## src/rtl/timer_bank.sv

```systemverilog
// -----------------------------------------------------------------------------
// timer_bank
//   A bank of N_CH independent down-counting interval timers with sticky
//   interrupt flags and a fixed-priority pending-channel encoder. Each channel
//   runs one-shot or periodic. Counting advances on a shared prescaled tick.
//
// Parameters
//   N_CH     : number of channels (1..16)
//   CH_W     : channel index width, 2**CH_W >= N_CH
//   WIDTH    : counter / reload width
//   PRESCALE : a tick occurs every PRESCALE+1 clocks (0..255)
//
// Ports
//   clk           : clock, rising edge
//   reset         : asynchronous reset, active low
//   load_en/sel/val/periodic : program one channel (start value and mode)
//   dis_en/sel    : stop one channel and clear its pending flag
//   ack_en/sel    : clear one channel's pending flag
//   rd_sel        : readback channel select
//   rd_count      : count of rd_sel channel (0 when readback is not built)
//   irq_pending   : registered sticky expiry flags
//   irq_any       : OR of irq_pending
//   irq_id        : lowest-index pending channel, 0 when none
//   running       : registered per-channel active flags
//
// Build option
//   TIMER_BANK_READBACK_EN : when defined, rd_count muxes the selected count;
//                            otherwise rd_count is tied to 0.
// -----------------------------------------------------------------------------
module timer_bank #(
    parameter int N_CH     = 4,
    parameter int CH_W     = 2,
    parameter int WIDTH    = 32,
    parameter int PRESCALE = 0
) (
    input  logic             clk,
    input  logic             reset,
    input  logic             load_en,
    input  logic [CH_W-1:0]  load_sel,
    input  logic [WIDTH-1:0] load_val,
    input  logic             load_periodic,
    input  logic             dis_en,
    input  logic [CH_W-1:0]  dis_sel,
    input  logic             ack_en,
    input  logic [CH_W-1:0]  ack_sel,
    input  logic [CH_W-1:0]  rd_sel,
    output logic [WIDTH-1:0] rd_count,
    output logic [N_CH-1:0]  irq_pending,
    output logic             irq_any,
    output logic [CH_W-1:0]  irq_id,
    output logic [N_CH-1:0]  running
);

    localparam logic [WIDTH-1:0] C_ONE = WIDTH'(1);
    localparam logic [7:0]       C_PRE = 8'(PRESCALE);

    logic [7:0]       r_presc;
    logic [WIDTH-1:0] r_count  [N_CH];
    logic [WIDTH-1:0] r_reload [N_CH];
    logic [N_CH-1:0]  r_periodic;
    logic [N_CH-1:0]  r_run;
    logic [N_CH-1:0]  r_pend;

    logic             w_tick;
    logic [N_CH-1:0]  w_load;
    logic [N_CH-1:0]  w_dis;
    logic [N_CH-1:0]  w_ack;
    logic [N_CH-1:0]  w_expire;
    logic [CH_W-1:0]  w_id;
    logic [WIDTH-1:0] w_rd;

    assign w_tick = (r_presc == C_PRE);

    // Free-running prescaler; loads never disturb its phase.
    always_ff @(posedge clk or negedge reset) begin
        if (!reset) begin
            r_presc <= '0;
        end else if (w_tick) begin
            r_presc <= '0;
        end else begin
            r_presc <= r_presc + 8'd1;
        end
    end

    // Per-channel event decode. Selects outside 0..N_CH-1 match no channel.
    always_comb begin
        w_load   = '0;
        w_dis    = '0;
        w_ack    = '0;
        w_expire = '0;
        for (int i = 0; i < N_CH; i++) begin
            w_load[i]   = load_en && (load_sel == CH_W'(i));
            w_dis[i]    = dis_en  && (dis_sel  == CH_W'(i));
            w_ack[i]    = ack_en  && (ack_sel  == CH_W'(i));
            w_expire[i] = w_tick && r_run[i] && (r_count[i] == C_ONE);
        end
    end

    // Channel state. Disable beats load beats countdown; an expiry in the
    // same cycle as an ack keeps the flag set so the event is not lost.
    always_ff @(posedge clk or negedge reset) begin
        if (!reset) begin
            for (int i = 0; i < N_CH; i++) begin
                r_count[i]  <= '0;
                r_reload[i] <= '0;
            end
            r_periodic <= '0;
            r_run      <= '0;
            r_pend     <= '0;
        end else begin
            for (int i = 0; i < N_CH; i++) begin
                if (w_dis[i]) begin
                    r_run[i]  <= 1'b0;
                    r_pend[i] <= 1'b0;
                end else if (w_load[i]) begin
                    r_count[i]    <= load_val;
                    r_reload[i]   <= load_val;
                    r_periodic[i] <= load_periodic;
                    r_pend[i]     <= 1'b0;
                    r_run[i]      <= (load_val != '0);
                end else begin
                    if (w_expire[i]) begin
                        if (r_periodic[i]) begin
                            r_count[i] <= r_reload[i];
                        end else begin
                            r_count[i] <= '0;
                            r_run[i]   <= 1'b0;
                        end
                    end else if (w_tick && r_run[i] && (r_count[i] > C_ONE)) begin
                        r_count[i] <= r_count[i] - C_ONE;
                    end

                    if (w_expire[i]) begin
                        r_pend[i] <= 1'b1;
                    end else if (w_ack[i]) begin
                        r_pend[i] <= 1'b0;
                    end
                end
            end
        end
    end

    // Lowest index wins: scan from the top so lower channels overwrite.
    always_comb begin
        w_id = '0;
        for (int i = N_CH - 1; i >= 0; i--) begin
            if (r_pend[i]) begin
                w_id = CH_W'(i);
            end
        end
    end

`ifdef TIMER_BANK_READBACK_EN
    always_comb begin
        w_rd = '0;
        for (int i = 0; i < N_CH; i++) begin
            if (rd_sel == CH_W'(i)) begin
                w_rd = r_count[i];
            end
        end
    end
`else
    logic w_unused_rd;
    assign w_unused_rd = ^rd_sel;
    assign w_rd        = '0;
`endif

    assign rd_count    = w_rd;
    assign irq_pending = r_pend;
    assign irq_any     = |r_pend;
    assign irq_id      = w_id;
    assign running     = r_run;

endmodule

```

## config.mk

```make
export PLATFORM = sky130hd
export DESIGN_NAME = timer_bank
export DESIGN_NICKNAME = d
export VERILOG_FILES = /design/src/rtl/timer_bank.sv
export SDC_FILE = /design/constraint.sdc
export NUM_CORES = 1
export LEC_CHECK = 0
export BUFFER_PORTS_ARGS = -buffer_cell sky130_fd_sc_hd__buf_2
export CORE_MARGIN = 10
export CORE_UTILIZATION = 35
export CTS_BUF_LIST = sky130_fd_sc_hd__clkbuf_8
export DETAILED_ROUTE_END_ITERATION = 12
export SKIP_LAST_GASP = 1
export SYNTH_ARGS = -nofsm -noshare
export SYNTH_HDL_FRONTEND = slang
export SYNTH_SLANG_ARGS = --single-unit
```

## constraint.sdc

```tcl
create_clock -name clk -period 3.9 [get_ports clk]
set_clock_uncertainty 0.15 [all_clocks]
set_input_delay 0.78 -clock clk [delete_from_list [all_inputs] [get_ports clk]]
set_output_delay 0.78 -clock clk [all_outputs]
set_load 0.01 [all_outputs]
```

* Word level (Yosys, flattened, before mapping)
Cells that the tools add are included.
** Word-level totals
- Output and inout bits :: 43
- Bits in registers :: 276
** Cells by class
- Reductions and logical operators :: 54
- Equal/unequal tests :: 17
- $add $sub $neg :: 5
- Magnitude comparators :: 4
- Mux-type cells :: 53
- Bitwise logic cells :: 4
** Operator list (number)
- 32-bit 2-to-1 mux :: 16
- 32-bit by 1-bit == test with 1-bit output, second input constant :: 4
- 32-bit by 1-bit > comparator with 1-bit output, second input constant :: 4
- 32-bit by 1-bit subtractor with 32-bit output, second input constant :: 4
- 1-bit 2-to-1 mux :: 32
- 32-bit nonzero test :: 1
- 1-bit logical AND :: 24
- 2-bit AND reduction :: 12
- 3-bit nonzero test :: 8
- 4-bit nonzero test :: 4
- 2-bit == test, second input constant :: 6
- 3-bit by 1-bit inequality test with 1-bit output, second input constant :: 4
- 8-bit by 1-bit adder with 8-bit output, second input constant :: 1
- 8-bit zero test :: 1
- 2-bit 2-to-1 mux :: 4
- 8-bit 2-to-1 mux :: 1
- 2-bit by 1-bit == test with 1-bit output, second input constant :: 3
- 2-bit zero test :: 3
- 1-bit NOT :: 4
- 4-bit OR reduction :: 1

* Depth between registers and ports, before layout
Gate-level depths: netlist (run 1).
- Depth in word-level cells :: 6
- Gate-level depth with buffers :: 10
- Mapped depth without buffers :: 8

* Worst setup path after synthesis (run 1)
Ideal clock, no wire load.
- Kind :: reg-to-reg
- Start point :: register r_presc[0]
- End point :: register r_count[9] (netlist name)
- Data required time :: 3.629 ns
- Arrival :: 2.671 ns
- Stages on the path, launching flop included :: 11
- Buffers on the path :: 2
- Slack :: 0.958 ns
- Cells stage by stage :: dfrtp_1 > inv_1 > ha_1 > nor3b_1 > nand3_1 > or4_1 > buf_2 > nand2_1 > clkbuf_1 > o21ai_0 > a22o_1
** Between the ends
- Word-level cells in the longest chain between the ends :: 5
** Ends and longest elaborated chain
- start: declaration :: RTL line 57 : logic [7:0] r_presc;
- start signal: assignment :: RTL line 81 : r_presc <= r_presc + 8'd1;
- 8-bit zero test (*) :: RTL line 72 : assign w_tick = (r_presc == C_PRE);
- 1-bit logical AND (*) :: RTL line 95, 129
- 1-bit logical AND (on tied branches) :: RTL line 95, 129
- 3-bit nonzero test (no line) or 32-bit 2-to-1 mux (tied branches)
- 2-bit AND reduction (no line) or 32-bit 2-to-1 mux (tied branches)
- end signal: indexed assignment :: RTL line 116 : r_count[i] <= load_val;
- end signal: indexed assignment :: RTL line 124 : r_count[i] <= r_reload[i];
- end signal: indexed assignment :: RTL line 130 : r_count[i] <= r_count[i] - C_ONE;
- end: declaration :: RTL line 58 : logic [WIDTH-1:0] r_count [N_CH];
Mark *: on every way between the ends. The rest lies on a longest branch, timed or not.
A chain may end at the register's enable or synchronous reset.

* Worst setup path after layout (run 1)
- Start point :: register r_count[50] (netlist name)
- End point :: register r_count[50] (netlist name)
** Between the ends
- Word-level cells in the longest chain between the ends :: 4
** Ends and longest elaborated chain
- 32-bit by 1-bit subtractor with 32-bit output, or another cell as far along :: RTL line 130
- 32-bit 2-to-1 mux, or another cell as far along :: RTL line 129 : end else if (w_tick && r_run[i] && (r_count[i] > C_ONE)) begin
- 32-bit 2-to-1 mux or 3-bit nonzero test (tied branches)
- 32-bit 2-to-1 mux or 2-bit AND reduction (tied branches)
Parallel ways exist; a longest one is shown, timed or not. The select of a mux whose other input is x is not followed.

==> results.cfg, run 1 <==
[status]
outcome = finished clean

[timing]
finalSetupTns_ns = 0
fin_crit_ns = 3.33
tightest_slew_ns = 1.13
setup_viol = 0
hold_viol_final = 0
final.setup.worst_slack_ns = 0.573
drv_slew = 0
rsz0062_at_grt = no
fmax_ghz = 0.301
max-slew-margin-rel = 0.248
fin_crit_sh = 0.853

[route]
drt_iter0_markers = 1499
drt.antenna.violating_nets = 0
post-route-drc-count = 0
routed-via-count = 15449
wire_per_inst_um = 21.3
dr.pass1.iters = 5
avgViaCountPerCell = 5.86
finalWirelength_um = 56000

[critical_path]
rr_endpoint = r_count[50]
worst_r2r_path_depth = 6
rr_startpoint = r_count[50]
timing.reg2reg.setup_slack_ns = 0.57
critPathKind = flip-flop to flip-flop
crit_arrival_ns = 3.65
worstSetupStartpointType = flip-flop
endpoint_kind = flip-flop
required_ns = 4.22
path_max_fanout = 9

[placement]
dp_hpwl_um = 35900
place_area_um2 = 17300
gp_congestion = 0.883
io_buffers = 54
placed_cells = 2550
pre_cts_slack_ns = 0.593

[pwr]
peakVddDrop_mv = 0.303
p_leak_nw = 7.75
powerDensity_nw_per_um2 = 560
total_power_mw = 10.2

[floorplan]
die_area_um2 = 55900
rows = 79
core_um2 = 46500
die_w_um = 237
die_h_um = 237
start_util = 0.353
ios = 89

[clock_tree]
ctsHtreeMaxLevel = 2
cts-buffers-inserted = 48
post_cts_buffers = 0
cts_hold_buf = 0
clk_path_buf_depth = 3
clock_latency_ns = 0.61
cts_tree = yes
cts.clk_slew.worst_paths_ns = 0.06
numClockSinks = 276
cts_resized = 0
root_buffer = clkbuf_8

[finish]
n_antenna_cell = 0
final_cells = 2635
n_fill_cell = 4748
drive_gt1_frac = 0.137
final_nets = 2049
fin_area_um2 = 18300
area_growth_syn_to_layout_pct = 11.4

[logic_synthesis]
synth_ff_type = dfrtp_1
yosysSeqAreaShare = 0.421
synthesis.area_um2 = 16400
synth_seq_cells = 276
syn-instance-count = 1987
async_reset_ff_frac = 1.00
synth_warnings = 0
synth_edf_count = 0
avgSynthCellArea_um2 = 8.26
ys_types = 76

[global_route]
grt_usage = 0.194
grt_pass1_vias = 14991
grt_pass1_wl_um = 87900
overflow = 0
grt_max_degree = 94
antenna_found_initial = 0

[worst_hold_path]
hold_class = primary input to async pin

[run]
max_cap_viol_count = 0
[layer usage]
| metal | vias to the layer above | routed length [µm] | global-route usage | part of all wire |
|---|---|---|---|---|
| met1 | 7644 | 25100 | 0.268 | 0.45 |
| met5 | - | 0 | 0 | 0 |
| met3 | 107 | 4850 | 0.0446 | 0.086 |
| met4 | 0 | 1690 | 0.0649 | 0.030 |
| li1 | 7070 | - | - | - |
| met2 | 628 | 24400 | 0.293 | 0.44 |
[worst max-delay path: stages, from the launching register on]
cell      delay [ns]
dfrtp_1         0.41
or4_1           0.60
or4_1           0.50
or4_1           0.57
or2_0           0.46
a221oi_1        0.39
o31ai_1         0.12
[per-stage QoR]
| step | hold WS (ns) | utilization |
|---|---|---|
| after floorplan | 0.289 | - |
| after global placement | 0.305 | 0.372 |
| after detailed placement | 0.307 | 0.372 |
| after CTS | 0.0746 | 0.393 |
| after global routing | 0.0992 | 0.393 |
| final | 0.0377 | 0.393 |
[final cells by class]
type	instances	area, µm²	area share
Multi-Input combinational cell	1526	8700	0.476
Sequential cell	276	6910	0.378
Clock buffer	66	908	0.0497
Timing Repair Buffer	123	848	0.0464
Tap cell	607	759	0.0416
Clock inverter	19	87.6	0.00479
Inverter	18	67.6	0.00370
[cells by family after synthesis]
kind of cell,count (synthesis),synth area share
DFF,276,0.421
muxes,36,0.0247
adders and majority gates,10,0.00762
AOI/OAI and AO/OA,411,0.166
and+or+nand+nor,956,0.278
xor gates and xnor gates,81,0.0432
buffers and inverters,216,0.0594
other,1,0.000229
[how the worst max path moves through the flow]
| stage | startpoint | slack [ns] | endpoint |
|---|---|---|---|
| final | r_count[50] | 0.57 | r_count[50] |
| after global routing | r_count[0] | 0.38 | r_count[29] |
| after CTS | r_count[50] | 0.59 | r_count[50] |
| after detailed placement | r_count[50] | 0.59 | r_count[50] |
| after global placement | r_count[50] | 0.67 | r_count[52] |
| after floorplan | r_presc[0] | 0.96 | r_count[9] |
[state kept, by name (all words and copies together) (netlist names)]
signal and flops:
running 4, irq_pending 4, r_periodic 4, r_count 128
r_presc 8, r_reload 128
[synth_stat cells (13+ instances only)]
cell type / instances / share of area
buf_4: 33 / 0.015
o21ai_0: 90 / 0.027
a311oi_1: 27 / 0.014
or3_1: 24 / 0.0091
inv_1: 18 / 0.0041
nor3_1: 87 / 0.027
o2bb2ai_1: 21 / 0.011
nor2_1: 148 / 0.034
clkbuf_1: 128 / 0.029
nor4_1: 66 / 0.025
xor2_1: 41 / 0.022
dfrtp_1: 276 / 0.42
xnor2_1: 40 / 0.021
nand2_1: 423 / 0.097
or4_1: 23 / 0.011
nand4_1: 25 / 0.0095
a21oi_1: 75 / 0.023
buf_2: 25 / 0.0076
and3_1: 32 / 0.012
o22ai_1: 20 / 0.0076
a22o_1: 14 / 0.0075
mux2_2: 36 / 0.025
nand3_1: 50 / 0.015
a211o_1: 13 / 0.0069
a31oi_1: 46 / 0.018
o31ai_1: 28 / 0.013
[placed cells by master (no fill, tap or decap), types with 6 or more instances in the layout]
| cell | netlist | layout |
|---|---|---|
| a211o_1 | 13 | 13 |
| a211oi_1 | 12 | 12 |
| a21oi_1 | 75 | 75 |
| a221oi_1 | 6 | 6 |
| a22o_1 | 14 | 14 |
| a22oi_1 | 6 | 6 |
| a311oi_1 | 27 | 27 |
| a31oi_1 | 46 | 46 |
| and2_1 | 6 | 6 |
| and3_1 | 32 | 32 |
| and4_1 | 8 | 8 |
| buf_2 | 25 | 53 |
| buf_4 | 33 | 65 |
| clkbuf_8 | 0 | 66 |
| clkinv_2 | 0 | 13 |
| conb_1 | 1 | 32 |
| dfrtp_1 | 276 | 276 |
| ha_1 | 10 | 10 |
| inv_1 | 18 | 24 |
| mux2_2 | 36 | 36 |
| nand2_1 | 423 | 423 |
| nand2b_1 | 8 | 8 |
| nand3_1 | 50 | 50 |
| nand3b_1 | 9 | 9 |
| nand4_1 | 25 | 25 |
| nor2_1 | 148 | 144 |
| nor3_1 | 87 | 87 |
| nor4_1 | 66 | 65 |
| nor4b_1 | 6 | 6 |
| o211ai_1 | 12 | 12 |
| o21a_1 | 6 | 6 |
| o21ai_0 | 90 | 90 |
| o22ai_1 | 20 | 20 |
| o2bb2ai_1 | 21 | 21 |
| o31ai_1 | 28 | 28 |
| or2_2 | 10 | 10 |
| or3_1 | 24 | 24 |
| or4_1 | 23 | 23 |
| xnor2_1 | 40 | 40 |
| xor2_1 | 41 | 41 |
[report_power, final]
group	switching [mW]	leakage (nW)	internal [mW]	total [mW]
registers	0.976	3.36	3.67	4.65
clock network	1.29	0.557	1.50	2.79
logic	1.51	3.84	1.28	2.79
Note: power is estimated with default switching activity, not from simulation.
==> inputs of run 2 (changes only) <==
--- a/config.mk
+++ b/config.mk
@@ -5,11 +5,11 @@
 export SDC_FILE = /design/constraint.sdc
 export NUM_CORES = 1
 export LEC_CHECK = 0
-export BUFFER_PORTS_ARGS = -buffer_cell sky130_fd_sc_hd__buf_2
 export CORE_MARGIN = 10
 export CORE_UTILIZATION = 35
 export CTS_BUF_LIST = sky130_fd_sc_hd__clkbuf_8
 export DETAILED_ROUTE_END_ITERATION = 12
+export DONT_BUFFER_PORTS = 1
 export SKIP_LAST_GASP = 1
 export SYNTH_ARGS = -nofsm -noshare
 export SYNTH_HDL_FRONTEND = slang
==> results.cfg, run 2 (same netlist as run 1, synthesis figures left out) <==
[clock_tree]
root_buffer = clkbuf_8
clock_latency_ns = 0.62
cts_resized = 0
clk_path_buf_depth = 3
cts-buffers-inserted = 51
post_cts_buffers = 0
cts_tree = yes
cts.clk_slew.worst_paths_ns = 0.07
ctsHtreeMaxLevel = 2
numClockSinks = 276

[critical_path]
critPathKind = flip-flop to flip-flop
worstSetupStartpointType = flip-flop
crit_arrival_ns = 3.84
path_cells = inv_1 > ha_1 > nor3b_2 > buf_4 > nand3_1 > a21oi_1 > o21a_1 > o21ai_0 > a22o_1
path_max_fanout = 28
required_ns = 4.27
slowest_delay_ns = 0.80
crit_path_top_delay_cell = o21a_1
endpoint_kind = flip-flop

[finish]
layout_commonest_cell = nand2_1
drive_gt1_frac = 0.106
finish.utilization = 0.386
layout_common_cells = nand2_1 (423), dfrtp_1 (276), nor2_1 (144), o21ai_0 (90), nor3_1 (87)
multiInputGateArea_um2 = 8700
final_nets = 1993
seq_area_um2 = 6910
n_fill_cell = 4707
area_growth_syn_to_layout_pct = 9.29
top_regs = r_count x128, r_reload x128, r_presc x8

[route]
post-route-drc-count = 0
avgViaCountPerCell = 5.85
finalWirelength_um = 55600
drt.antenna.violating_nets = 0
drt_iter0_markers = 1594
wire_per_inst_um = 21.5
dr.pass1.iters = 7
routed-via-count = 15135

[timing]
whs_ns = -0.282
final.setup.worst_slack_ns = 0.436
drv_slew = 0
max-slew-margin-rel = 0.310
hold_viol_final = 276
finalSetupTns_ns = 0
tightest_slew_ns = 1.03
fmax_ghz = 0.289
fin_crit_sh = 0.888
fin_crit_ns = 3.46
rsz0062_at_grt = no
setup_viol = 0

[pwr]
powerDensity_nw_per_um2 = 560
p_leak_nw = 7.53
peakVddDrop_mv = 0.266

[status]
outcome = finished with violations
violations = hold timing

[floorplan]
rows = 79
ios = 89
core_um2 = 46500
start_util = 0.353
die_w_um = 237
die_area_um2 = 55900
die_h_um = 237

[global_route]
overflow = 0
grt_pass1_wl_um = 86400
antenna_found_initial = 1
grt_pass1_vias = 14555
grt_max_degree = 277
grt_usage = 0.191

[run]
max_cap_viol_count = 0

[placement]
dp_hpwl_um = 35200
gp_congestion = 0.891
io_buffers = 0
pre_cts_slack_ns = 0.447

[worst_hold_path]
hold_class = primary input to async pin
## run 2: final cells by class
cell class,instances,area share
Clock buffer,66,0.0506
Multi-Input combinational cell,1526,0.485
Timing Repair Buffer,64,0.0268
Tap cell,607,0.0423
Clock inverter,26,0.00607
Inverter,18,0.00377
Antenna cell,2,0.000279
Sequential cell,276,0.385
## run 2: worst paths after layout
check,from,endpoint,slack (ns),cells after the start
max,r_presc[0],r_count[22],0.44,9
min,reset,r_reload[69],-0.28,0
max reg2reg,r_presc[0],r_count[22],0.44,9
min reg2reg,r_reload[70],r_reload[70],0.32,2
max in group asynchronous,reset,r_count[51],3.43,0
min in group clk,load_periodic,r_periodic[1],0.12,2
## run 2: routing by layer
| layer | global-route usage | wire (µm) | vias up |
|---|---|---|---|
| met1 | 0.256 | 24300 | 7501 |
| met5 | 0 | 0 | - |
| li1 | - | - | 6950 |
| met4 | 0.0701 | 1810 | 0 |
| met2 | 0.283 | 23900 | 570 |
| met3 | 0.0603 | 5610 | 114 |
## run 2: worst max-delay path: cells and delay by family (launching register included)
family,cells,cell delay (ns)
simple gates,2,0.72
buf+inv,2,0.34
flops,1,0.42
compound gates,4,1.59
fa+ha+maj,1,0.13
## run 2: stage by stage
step                instance area [µm²]  instances  hold WS (ns)  total power, mW
finish                            17900       2585        -0.282             10.0
global route                      17900       2583        -0.296             10.7
CTS                               17900       2583        -0.300             10.1
detailed placement                16900       2491         0.306             7.23
global placement                  16900       2491         0.301             7.10
floorplan                         16500       2018         0.289             6.57
## run 2: power breakdown
group,switching (mW),leakage [nW],total [mW],internal [mW]
Combinational,1.34,3.57,2.59,1.25
Sequential,0.974,3.36,4.65,3.67
Clock,1.31,0.604,2.81,1.50
